===== src/rtl/uart_image_loader_pkg.sv =====
// Shared constants, pixel type and FSM state encodings for the UART image loader.
package uart_image_loader_pkg;

  localparam int unsigned DEF_CLK_FREQ   = 100_000_000;
  localparam int unsigned DEF_BAUD       = 115_200;
  localparam int unsigned DEF_DATA_WIDTH = 8;
  localparam int unsigned DEF_RGB_WIDTH  = 24;
  localparam int unsigned DEF_FIFO_DEPTH = 2;
  localparam int unsigned DEF_IMG_WIDTH  = 8;
  localparam int unsigned DEF_IMG_HEIGHT = 10;
  localparam int unsigned DEF_MEM_SIZE   = DEF_IMG_WIDTH * DEF_IMG_HEIGHT;
  localparam int unsigned DEF_ADDR_W     = $clog2(DEF_MEM_SIZE);
  localparam logic [7:0]  DEF_SYNC_BYTE  = 8'hAA;

  typedef struct packed {
    logic [7:0] r;
    logic [7:0] g;
    logic [7:0] b;
  } rgb_t;

  typedef enum logic [2:0] {
    RX_IDLE,
    RX_START,
    RX_DATA,
    RX_STOP,
    RX_WAIT_HIGH
  } rx_state_e;

  typedef enum logic [1:0] {
    ASM_SYNC,
    ASM_R,
    ASM_G,
    ASM_B
  } asm_state_e;

  typedef enum logic {
    RD_IDLE,
    RD_READ
  } rd_state_e;

  // Clock cycles per 16x oversampling tick.
  function automatic int unsigned baud_div(input int unsigned clk_freq, input int unsigned baud);
    return clk_freq / (baud * 16);
  endfunction

endpackage


===== src/rtl/uart_image_loader_byte_rx.sv =====
// 8N1 UART byte receiver: rx synchronizer, 16x oversampling tick, bit FSM.
//
// state        | meaning
// RX_IDLE      | line idle, waiting for a low level
// RX_START     | counting to mid start bit to confirm it is still low
// RX_DATA      | sampling data bits every 16 ticks, LSB first
// RX_STOP      | waiting for mid stop bit; high = good byte
// RX_WAIT_HIGH | framing error, byte dropped, waiting for line high
module uart_byte_rx
  import uart_image_loader_pkg::*;
#(
  parameter int unsigned CLK_FREQ   = DEF_CLK_FREQ,
  parameter int unsigned BAUD       = DEF_BAUD,
  parameter int unsigned DATA_WIDTH = DEF_DATA_WIDTH
) (
  input  logic                  clk_i,
  input  logic                  rst_ni,
  input  logic                  rx_i,
  output logic                  valid_o,
  output logic [DATA_WIDTH-1:0] data_o
);

  localparam int unsigned DIV    = baud_div(CLK_FREQ, BAUD);
  localparam logic [15:0] DIV_M1 = 16'(DIV - 1);
  localparam int unsigned BIT_W  = $clog2(DATA_WIDTH);
  localparam logic [BIT_W-1:0] LAST_BIT = BIT_W'(DATA_WIDTH - 1);

  logic                  rx_s1_q, rx_s2_q;
  logic [15:0]           div_cnt_q;
  logic                  tick;
  rx_state_e             state_q, state_d;
  logic [3:0]            tick_cnt_q, tick_cnt_d;
  logic [BIT_W-1:0]      bit_cnt_q, bit_cnt_d;
  logic [DATA_WIDTH-1:0] shift_q, shift_d;
  logic                  valid_q, valid_d;

  // Two-flop synchronizer; line resets to its idle-high level.
  always_ff @(posedge clk_i or negedge rst_ni) begin
    if (!rst_ni) begin
      rx_s1_q <= 1'b1;
      rx_s2_q <= 1'b1;
    end else begin
      rx_s1_q <= rx_i;
      rx_s2_q <= rx_s1_q;
    end
  end

  // Free-running down-counter; oversampling tick on terminal count.
  always_ff @(posedge clk_i or negedge rst_ni) begin
    if (!rst_ni)                div_cnt_q <= DIV_M1;
    else if (div_cnt_q == '0)   div_cnt_q <= DIV_M1;
    else                        div_cnt_q <= div_cnt_q - 16'd1;
  end

  assign tick = (div_cnt_q == '0);

  // Receiver state and datapath registers.
  always_ff @(posedge clk_i or negedge rst_ni) begin
    if (!rst_ni) begin
      state_q    <= RX_IDLE;
      tick_cnt_q <= '0;
      bit_cnt_q  <= '0;
      shift_q    <= '0;
      valid_q    <= 1'b0;
    end else begin
      state_q    <= state_d;
      tick_cnt_q <= tick_cnt_d;
      bit_cnt_q  <= bit_cnt_d;
      shift_q    <= shift_d;
      valid_q    <= valid_d;
    end
  end

  // Bit-level sequencing; a good byte is flagged in the mid-stop cycle.
  always_comb begin
    state_d    = state_q;
    tick_cnt_d = tick_cnt_q;
    bit_cnt_d  = bit_cnt_q;
    shift_d    = shift_q;
    valid_d    = 1'b0;
    unique case (state_q)
      RX_IDLE: begin
        if (!rx_s2_q) begin
          state_d    = RX_START;
          tick_cnt_d = '0;
        end
      end
      RX_START: begin
        if (tick) begin
          if (tick_cnt_q == 4'd7) begin
            tick_cnt_d = '0;
            bit_cnt_d  = '0;
            state_d    = rx_s2_q ? RX_IDLE : RX_DATA;
          end else begin
            tick_cnt_d = tick_cnt_q + 4'd1;
          end
        end
      end
      RX_DATA: begin
        if (tick) begin
          tick_cnt_d = tick_cnt_q + 4'd1;
          if (tick_cnt_q == 4'd15) begin
            shift_d = {rx_s2_q, shift_q[DATA_WIDTH-1:1]};
            if (bit_cnt_q == LAST_BIT) state_d = RX_STOP;
            else                       bit_cnt_d = bit_cnt_q + BIT_W'(1);
          end
        end
      end
      RX_STOP: begin
        if (tick) begin
          tick_cnt_d = tick_cnt_q + 4'd1;
          if (tick_cnt_q == 4'd15) begin
            if (rx_s2_q) begin
              valid_d = 1'b1;
              state_d = RX_IDLE;
            end else begin
              state_d = RX_WAIT_HIGH;
            end
          end
        end
      end
      RX_WAIT_HIGH: begin
        if (rx_s2_q) state_d = RX_IDLE;
      end
      default: state_d = RX_IDLE;
    endcase
  end

  assign valid_o = valid_q;
  assign data_o  = shift_q;

endmodule


===== src/rtl/uart_image_loader.sv =====
// UART image loader: byte FIFO, SYNC/R/G/B pixel assembler, frame RAM and
// one-shot frame readout as a pixel stream with data-enable.
//
// state    | meaning
// ASM_SYNC | waiting for the frame-start marker (all bytes dropped in camera mode)
// ASM_R    | next byte is the red channel
// ASM_G    | next byte is the green channel
// ASM_B    | next byte is blue; writes the pixel to RAM
// RD_IDLE  | no readout in progress
// RD_READ  | reading RAM addresses 0..MEM_SIZE-1, one per cycle
module uart_image_loader
  import uart_image_loader_pkg::*;
#(
  parameter int unsigned CLK_FREQ   = DEF_CLK_FREQ,
  parameter int unsigned BAUD       = DEF_BAUD,
  parameter int unsigned DATA_WIDTH = DEF_DATA_WIDTH,
  parameter int unsigned RGB_WIDTH  = DEF_RGB_WIDTH,
  parameter int unsigned FIFO_DEPTH = DEF_FIFO_DEPTH,
  parameter int unsigned IMG_WIDTH  = DEF_IMG_WIDTH,
  parameter int unsigned IMG_HEIGHT = DEF_IMG_HEIGHT,
  parameter logic [DATA_WIDTH-1:0] SYNC_BYTE = DEF_SYNC_BYTE
) (
  input  logic                  clk,
  input  logic                  reset,
  input  logic                  rx,
  input  logic                  cam_mode,
  output logic                  rx_done,
  output logic                  frame_done,
  output logic                  o_de,
  output logic [DATA_WIDTH-1:0] r_port,
  output logic [DATA_WIDTH-1:0] g_port,
  output logic [DATA_WIDTH-1:0] b_port
);

  localparam int unsigned MEM_SIZE = IMG_WIDTH * IMG_HEIGHT;
  localparam int unsigned ADDR_W   = $clog2(MEM_SIZE);
  localparam logic [ADDR_W-1:0] LAST_ADDR = ADDR_W'(MEM_SIZE - 1);
  localparam int unsigned PTR_W    = (FIFO_DEPTH > 1) ? $clog2(FIFO_DEPTH) : 1;
  localparam int unsigned CNT_W    = $clog2(FIFO_DEPTH + 1);

  logic                  byte_valid;
  logic [DATA_WIDTH-1:0] byte_data;

  uart_byte_rx #(
    .CLK_FREQ  (CLK_FREQ),
    .BAUD      (BAUD),
    .DATA_WIDTH(DATA_WIDTH)
  ) u_byte_rx (
    .clk_i  (clk),
    .rst_ni (reset),
    .rx_i   (rx),
    .valid_o(byte_valid),
    .data_o (byte_data)
  );

  assign rx_done = byte_valid;

  // ---------------- receive FIFO (first-word fall-through) ----------------
  logic [DATA_WIDTH-1:0] fifo_mem_q [FIFO_DEPTH];
  logic [PTR_W-1:0]      wr_ptr_q, rd_ptr_q;
  logic [CNT_W-1:0]      fifo_cnt_q;
  logic                  fifo_full, fifo_empty, push, pop;
  logic [DATA_WIDTH-1:0] fifo_head;

  function automatic logic [PTR_W-1:0] ptr_inc(input logic [PTR_W-1:0] p);
    return (p == PTR_W'(FIFO_DEPTH - 1)) ? '0 : p + PTR_W'(1);
  endfunction

  assign fifo_full  = (fifo_cnt_q == CNT_W'(FIFO_DEPTH));
  assign fifo_empty = (fifo_cnt_q == '0);
  assign push       = byte_valid && !fifo_full;
  assign pop        = !fifo_empty;
  assign fifo_head  = fifo_mem_q[rd_ptr_q];

  // FIFO pointers and occupancy; a byte arriving while full is dropped.
  always_ff @(posedge clk or negedge reset) begin
    if (!reset) begin
      wr_ptr_q   <= '0;
      rd_ptr_q   <= '0;
      fifo_cnt_q <= '0;
    end else begin
      if (push) wr_ptr_q <= ptr_inc(wr_ptr_q);
      if (pop)  rd_ptr_q <= ptr_inc(rd_ptr_q);
      unique case ({push, pop})
        2'b10:   fifo_cnt_q <= fifo_cnt_q + CNT_W'(1);
        2'b01:   fifo_cnt_q <= fifo_cnt_q - CNT_W'(1);
        default: fifo_cnt_q <= fifo_cnt_q;
      endcase
    end
  end

  // FIFO storage, not reset.
  always_ff @(posedge clk) begin
    if (push) fifo_mem_q[wr_ptr_q] <= byte_data;
  end

  // ---------------- pixel assembler ----------------
  asm_state_e            asm_q, asm_d;
  logic [7:0]            r_q, r_d, g_q, g_d;
  logic [ADDR_W-1:0]     pix_cnt_q, pix_cnt_d;
  logic                  we_q, we_d;
  logic [ADDR_W-1:0]     waddr_q, waddr_d;
  rgb_t                  wdata_q, wdata_d;
  logic                  frame_done_q, frame_done_d;

  // Assembler registers.
  always_ff @(posedge clk or negedge reset) begin
    if (!reset) begin
      asm_q        <= ASM_SYNC;
      r_q          <= '0;
      g_q          <= '0;
      pix_cnt_q    <= '0;
      we_q         <= 1'b0;
      waddr_q      <= '0;
      wdata_q      <= '0;
      frame_done_q <= 1'b0;
    end else begin
      asm_q        <= asm_d;
      r_q          <= r_d;
      g_q          <= g_d;
      pix_cnt_q    <= pix_cnt_d;
      we_q         <= we_d;
      waddr_q      <= waddr_d;
      wdata_q      <= wdata_d;
      frame_done_q <= frame_done_d;
    end
  end

  // One byte consumed per cycle; the B byte issues the RAM write.
  always_comb begin
    asm_d        = asm_q;
    r_d          = r_q;
    g_d          = g_q;
    pix_cnt_d    = pix_cnt_q;
    we_d         = 1'b0;
    waddr_d      = waddr_q;
    wdata_d      = wdata_q;
    frame_done_d = 1'b0;
    if (pop) begin
      unique case (asm_q)
        ASM_SYNC: begin
          if (!cam_mode && fifo_head == SYNC_BYTE) asm_d = ASM_R;
        end
        ASM_R: begin
          r_d   = fifo_head;
          asm_d = ASM_G;
        end
        ASM_G: begin
          g_d   = fifo_head;
          asm_d = ASM_B;
        end
        ASM_B: begin
          we_d    = 1'b1;
          waddr_d = pix_cnt_q;
          wdata_d = '{r: r_q, g: g_q, b: fifo_head};
          if (pix_cnt_q == LAST_ADDR) begin
            frame_done_d = 1'b1;
            pix_cnt_d    = '0;
            asm_d        = ASM_SYNC;
          end else begin
            pix_cnt_d = pix_cnt_q + ADDR_W'(1);
            asm_d     = ASM_R;
          end
        end
        default: asm_d = ASM_SYNC;
      endcase
    end
  end

  assign frame_done = frame_done_q;

  // ---------------- frame RAM ----------------
  logic [RGB_WIDTH-1:0] ram_q [MEM_SIZE];
  logic [RGB_WIDTH-1:0] rdata_q;
  rgb_t                 rd_pix;
  logic                 rd_en;
  logic [ADDR_W-1:0]    raddr_q, raddr_d;

  // Simple dual-port RAM: synchronous write, registered read gated by rd_en.
  always_ff @(posedge clk) begin
    if (we_q)  ram_q[waddr_q] <= wdata_q;
    if (rd_en) rdata_q <= ram_q[raddr_q];
  end

  assign rd_pix = rdata_q;

  // ---------------- frame reader ----------------
  rd_state_e rd_q, rd_d;
  logic      o_de_q;

  // Reader registers; entering READ is the frame_done-delayed start strobe,
  // so the first read follows the last RAM write by one cycle.
  always_ff @(posedge clk or negedge reset) begin
    if (!reset) begin
      rd_q    <= RD_IDLE;
      raddr_q <= '0;
      o_de_q  <= 1'b0;
    end else begin
      rd_q    <= rd_d;
      raddr_q <= raddr_d;
      o_de_q  <= rd_en;
    end
  end

  // Sweep every address once per completed frame; restarts are ignored mid-sweep.
  always_comb begin
    rd_d    = rd_q;
    raddr_d = raddr_q;
    rd_en   = (rd_q == RD_READ);
    unique case (rd_q)
      RD_IDLE: begin
        if (frame_done_q) begin
          rd_d    = RD_READ;
          raddr_d = '0;
        end
      end
      RD_READ: begin
        if (raddr_q == LAST_ADDR) rd_d = RD_IDLE;
        else                      raddr_d = raddr_q + ADDR_W'(1);
      end
      default: rd_d = RD_IDLE;
    endcase
  end

  assign o_de   = o_de_q;
  assign r_port = o_de_q ? rd_pix.r : '0;
  assign g_port = o_de_q ? rd_pix.g : '0;
  assign b_port = o_de_q ? rd_pix.b : '0;

endmodule


===== config.mk =====
export PLATFORM = sky130hd
export DESIGN_NAME = uart_image_loader
export DESIGN_NICKNAME = d
export VERILOG_FILES = /design/src/rtl/uart_image_loader_pkg.sv /design/src/rtl/uart_image_loader_byte_rx.sv /design/src/rtl/uart_image_loader.sv
export SDC_FILE = /design/constraint.sdc
export NUM_CORES = 2
export LEC_CHECK = 0
export ABC_AREA = 1
export BUFFER_PORTS_ARGS = -buffer_cell sky130_fd_sc_hd__buf_2
export CORE_MARGIN = 10
export CORE_UTILIZATION = 63
export DETAILED_ROUTE_END_ITERATION = 12
export PLACE_DENSITY = 0.77
export SLEW_MARGIN = 20
export SYNTH_ARGS = -nofsm -noshare
export SYNTH_HDL_FRONTEND = slang
export SYNTH_SLANG_ARGS = --single-unit
export TNS_END_PERCENT = 100

===== constraint.sdc =====
create_clock -name clk -period 4.1 [get_ports clk]
set_input_delay 0.615 -clock clk [delete_from_list [all_inputs] [get_ports clk]]
set_output_delay 0.615 -clock clk [all_outputs]
set_load 0.005 [all_outputs]

==> impl_metrics.csv <==
group,metric,value,unit
setup_path,cp_data_required_time,4.81,ns
finish,layout.nets,8017,
finish,drive_above_1_share,8.12,%
floorplanning,ioPinCount,31,
synth,synth_seq_cells,2068,
setup_path,crit_cells,14,
setup_path,crit_end,"rd_pix[15]",
placement,hpwlAfterDp,131,mm
route,vias,59900,
worst_hold_path,min_path_type,"flip-flop to flip-flop",
setup_path,crit_buf_inv,4,
clock_network,cts_root_buf,"clkbuf_16",
timing,rsz0062_at_grt,"no",
timing,finalSetupTns,0,ns
route,wire_per_inst,24.1,µm
route,routed_wl,239,mm
timing,tightest_slew,1.28,ns
synth,synth-warning-count,0,
synth,yosysTopAreaCell,"edfxtp_1",
setup_path,worstReg2RegEnd,"rd_pix[15]",
setup_path,r2r_setup_slack,0.21,ns
synth,synth_area,86300,µm²
setup_path,startpoint_type,"flip-flop",
flow_run,cap_violations,0,
synth,postSynthCellCount,7960,
clock_network,numCtsBuffers,198,
pwr,p_leak,0.0358,µW
clock_network,clkTransAtPathRegs,0.07,ns
placement,dp_slack,0.316,ns
timing,finalHoldViolCount,0,
route,drt_first_pass_iters,6,
finish,areaGrowthSynthToFinish,10.8,%
clock_network,cts_setup_buffers,0,
setup_path,critPathMostFrequentCell,"nand2_1",
floorplanning,die_y,390,µm
setup_path,timing.rr.start,"raddr_q[0]",
pwr,p_seq_share,55.8,%
clock_network,htree_levels,4,
pwr,swShare,19.1,%
setup_path,path_class,"flip-flop to flip-flop",
floorplanning,placement_rows,135,
setup_path,startpoint,"raddr_q[0]",
timing,worst_slack,0.213,ns
synth,yosysTopAreaCellShare,68.2,%
grt,grt_pass1_wl,354,mm
pwr,clock_power_share,44.1,%
synth,synth_cell_types,37,
route,via_per_inst,6.03,
setup_path,critPathSlowestCell,"dfrtp_4",
setup_path,arrival,4.60,ns
timing,slew_viol_final,0,
pwr,internal_power,33000,µW
route,drc,0,
grt,antenna_found_initial,10,
placement,place.gp.congestion,0.908,
grt,grt_max_degree,190,
synth,synth_enable_flop_cells,1960,
outcome,status,"finished clean",
floorplanning,dieArea,152000,µm²
grt,grt.total_usage,31.0,%
timing,maxSlewHeadroom,14.3,%
timing,fmax,257,MHz
floorplanning,core,136000,µm²
timing,finalSetupViolCount,0,
clock_network,cts_tree,"yes",
clock_network,clock_sinks,2068,
timing,post-route-min-period,3.89,ns
grt,overflow,0,
setup_path,path_delay_family,"simple AND/OR/NAND/NOR gates",
timing,whs,0.372,ns
setup_path,end_kind,"flip-flop",
pwr,switching_power,7810,µW
placement,portBuffers,30,
setup_path,critical_path.max_fanout,78,
synth,ys_seq_area_share,71.4,%
timing,finalCritPeriodShare,94.8,%
setup_path,r2r_cells,14,
floorplanning,start_util,63.5,%
route,drtAntennaViolNets,0,
pwr,ir_drop,473,µV
synth,syn_nets,7977,
synth,yosys_most_used_dff,"edfxtp_1",
floorplanning,die_x,390,µm
pwr,power_per_cell_area,427,nW/µm²
setup_path,crit_chain,"inv_8 -> buf_12 -> buf_12 -> buf_4 -> nand2_1 -> nand2_1 -> nand2_1 -> nand3_1 -> nand3_1 -> nand2_1 -> nand2_1 -> nor2_1 -> nor2_1 -> nor2_1",
clock_network,cts_resized,0,
timing,fin_skew,0.0417,ns
setup_path,cp_slowest_stage_delay,0.72,ns
synth,syn_avg_cell_area,10.8,µm²
pwr,p_comb_share,0.1,%
synth,synth_area_leaders,"edfxtp_1 68%, nand2_1 10%, nand3_1 4.5%, nor2_1 3.9%, inv_1 3.4%",
synth,async_flop_share,5.22,%
route,drtIter0Drc,9671,
grt,grt_pass1_vias,58000,
clock_network,clkLatencyLatePin,0.85,ns
clock_network,cts.path.max_buffers,3,
-- state kept, by name (all words and copies together) (netlist names), 8 cells and up --
name	flops
g_q	8
wdata_q	24
u_byte_rx.div_cnt_q	16
fifo_mem_q	16
rd_pix	24
ram_q	1920
u_byte_rx.data_o	8
r_q	8
-- cells in the mapped netlist, types with 5 or more instances --
cell and n:
clkbuf_1 146, a21oi_1 45, buf_4 34, nand4_1 9, nor3_1 17, o22ai_1 74
inv_1 784, mux2_2 7, nor2_1 896, edfxtp_1 1960, a31oi_1 15, xor2_1 6
inv_2 5, buf_2 167, o21ai_0 372, dfrtp_1 102, o211ai_1 23, ha_1 13
buf_1 62, nand2_1 2347, nor4_1 12, nand3_1 779, clkinv_1 8, dfstp_2 6
o21ai_1 47
-- cells in the final DEF, fill, tap and decap left out, types with 36 or more instances in the layout --
cell type	Yosys	final
o21ai_1	47	47
edfxtp_1	1960	1960
nor2_2	0	73
nor2_1	896	822
o21ai_0	372	372
nand2_1	2347	2347
clkinv_1	8	56
a21oi_1	45	45
clkbuf_16	0	206
o22ai_1	74	74
clkbuf_1	146	39
nand3_1	779	779
dfrtp_1	102	74
buf_4	34	191
inv_1	784	784
clkinv_2	0	36
-- worst min path at each step --
stage,start,endpoint,depth (start not counted),slack (ns)
after floorplan,reset,asm_q[0],0,0.32
after global placement,u_byte_rx.rx_s1_q,u_byte_rx.rx_s2_q,0,0.36
after detailed placement,u_byte_rx.rx_s1_q,u_byte_rx.rx_s2_q,0,0.36
after CTS,cam_mode,asm_q[1],6,0.33
after global routing,u_byte_rx.rx_s1_q,u_byte_rx.rx_s2_q,0,0.37
final,u_byte_rx.rx_s1_q,u_byte_rx.rx_s2_q,0,0.37
-- per-layer routing --
layer  GRT usage, %  vias up  wire length [µm]
li1               -    26600                 -
met1           40.8    28500             84900
met3           7.76      725             31900
met2           47.3     4109            108000
met4           17.3       10             14200
met5              0        -                57
-- final cells by class --
| type | instances | area, µm² |
|---|---|---|
| multi-input cells | 4682 | 20000 |
| diodes | 1 | 2.50 |
| fillers | 9008 | 40300 |
| well taps | 1781 | 2230 |
| repair buffers | 253 | 2230 |
| inverters | 797 | 3010 |
| clock buffers | 249 | 5360 |
| flip-flops and latches | 2068 | 61700 |
| clock inverters | 114 | 1010 |
-- worst register-to-register path, cell delays in order (launching register included) --
cell and delay (ns):
dfrtp_4 0.72, inv_8 0.57, buf_12 0.33, buf_12 0.23, buf_4 0.31, nand2_1 0.09, nand2_1 0.06, nand2_1 0.05
nand3_1 0.12, nand3_1 0.11, nand2_1 0.17, nand2_1 0.14, nor2_1 0.58, nor2_1 0.18, nor2_1 0.13
-- power groups by stage --
stage	logic (µW)	registers (µW)	clock network [µW]
floorplan	0.704	23200	0
finish	27.0	22800	18000
CTS	28.5	22800	18100
global route	31.6	22800	18900
detailed placement	26.9	23200	0
global placement	26.6	23200	0
-- logic make-up after synthesis --
group                    synth area share [%]
adder cells (fa/ha/maj)                 0.189
buffers and inverters                    5.69
XOR/XNOR                                0.102
multiplexers                           0.0914
AND/OR/NAND/NOR                          19.0
AO/OA/AOI/OAI                            3.56
flip-flops                               71.4
-- through the flow --
step                      util (%)  area [µm²]  power [µW]  cells
after floorplan                  -       86300       23200   7960
after global placement        65.6       89100       23200   9578
after detailed placement      65.6       89100       23200   9578
after CTS                     70.3       95500       40900   9943
after global routing          70.4       95500       41700   9944
final                         70.4       95500       40800   9945
-- what timing repair did --
item                                    4_1_cts  5_1_grt
endpoints found under the setup margin        0        0
endpoints found under the hold margin        59        0
hold buffers                                  2        0
No activity file was read; power rests on OpenSTA's default activity.
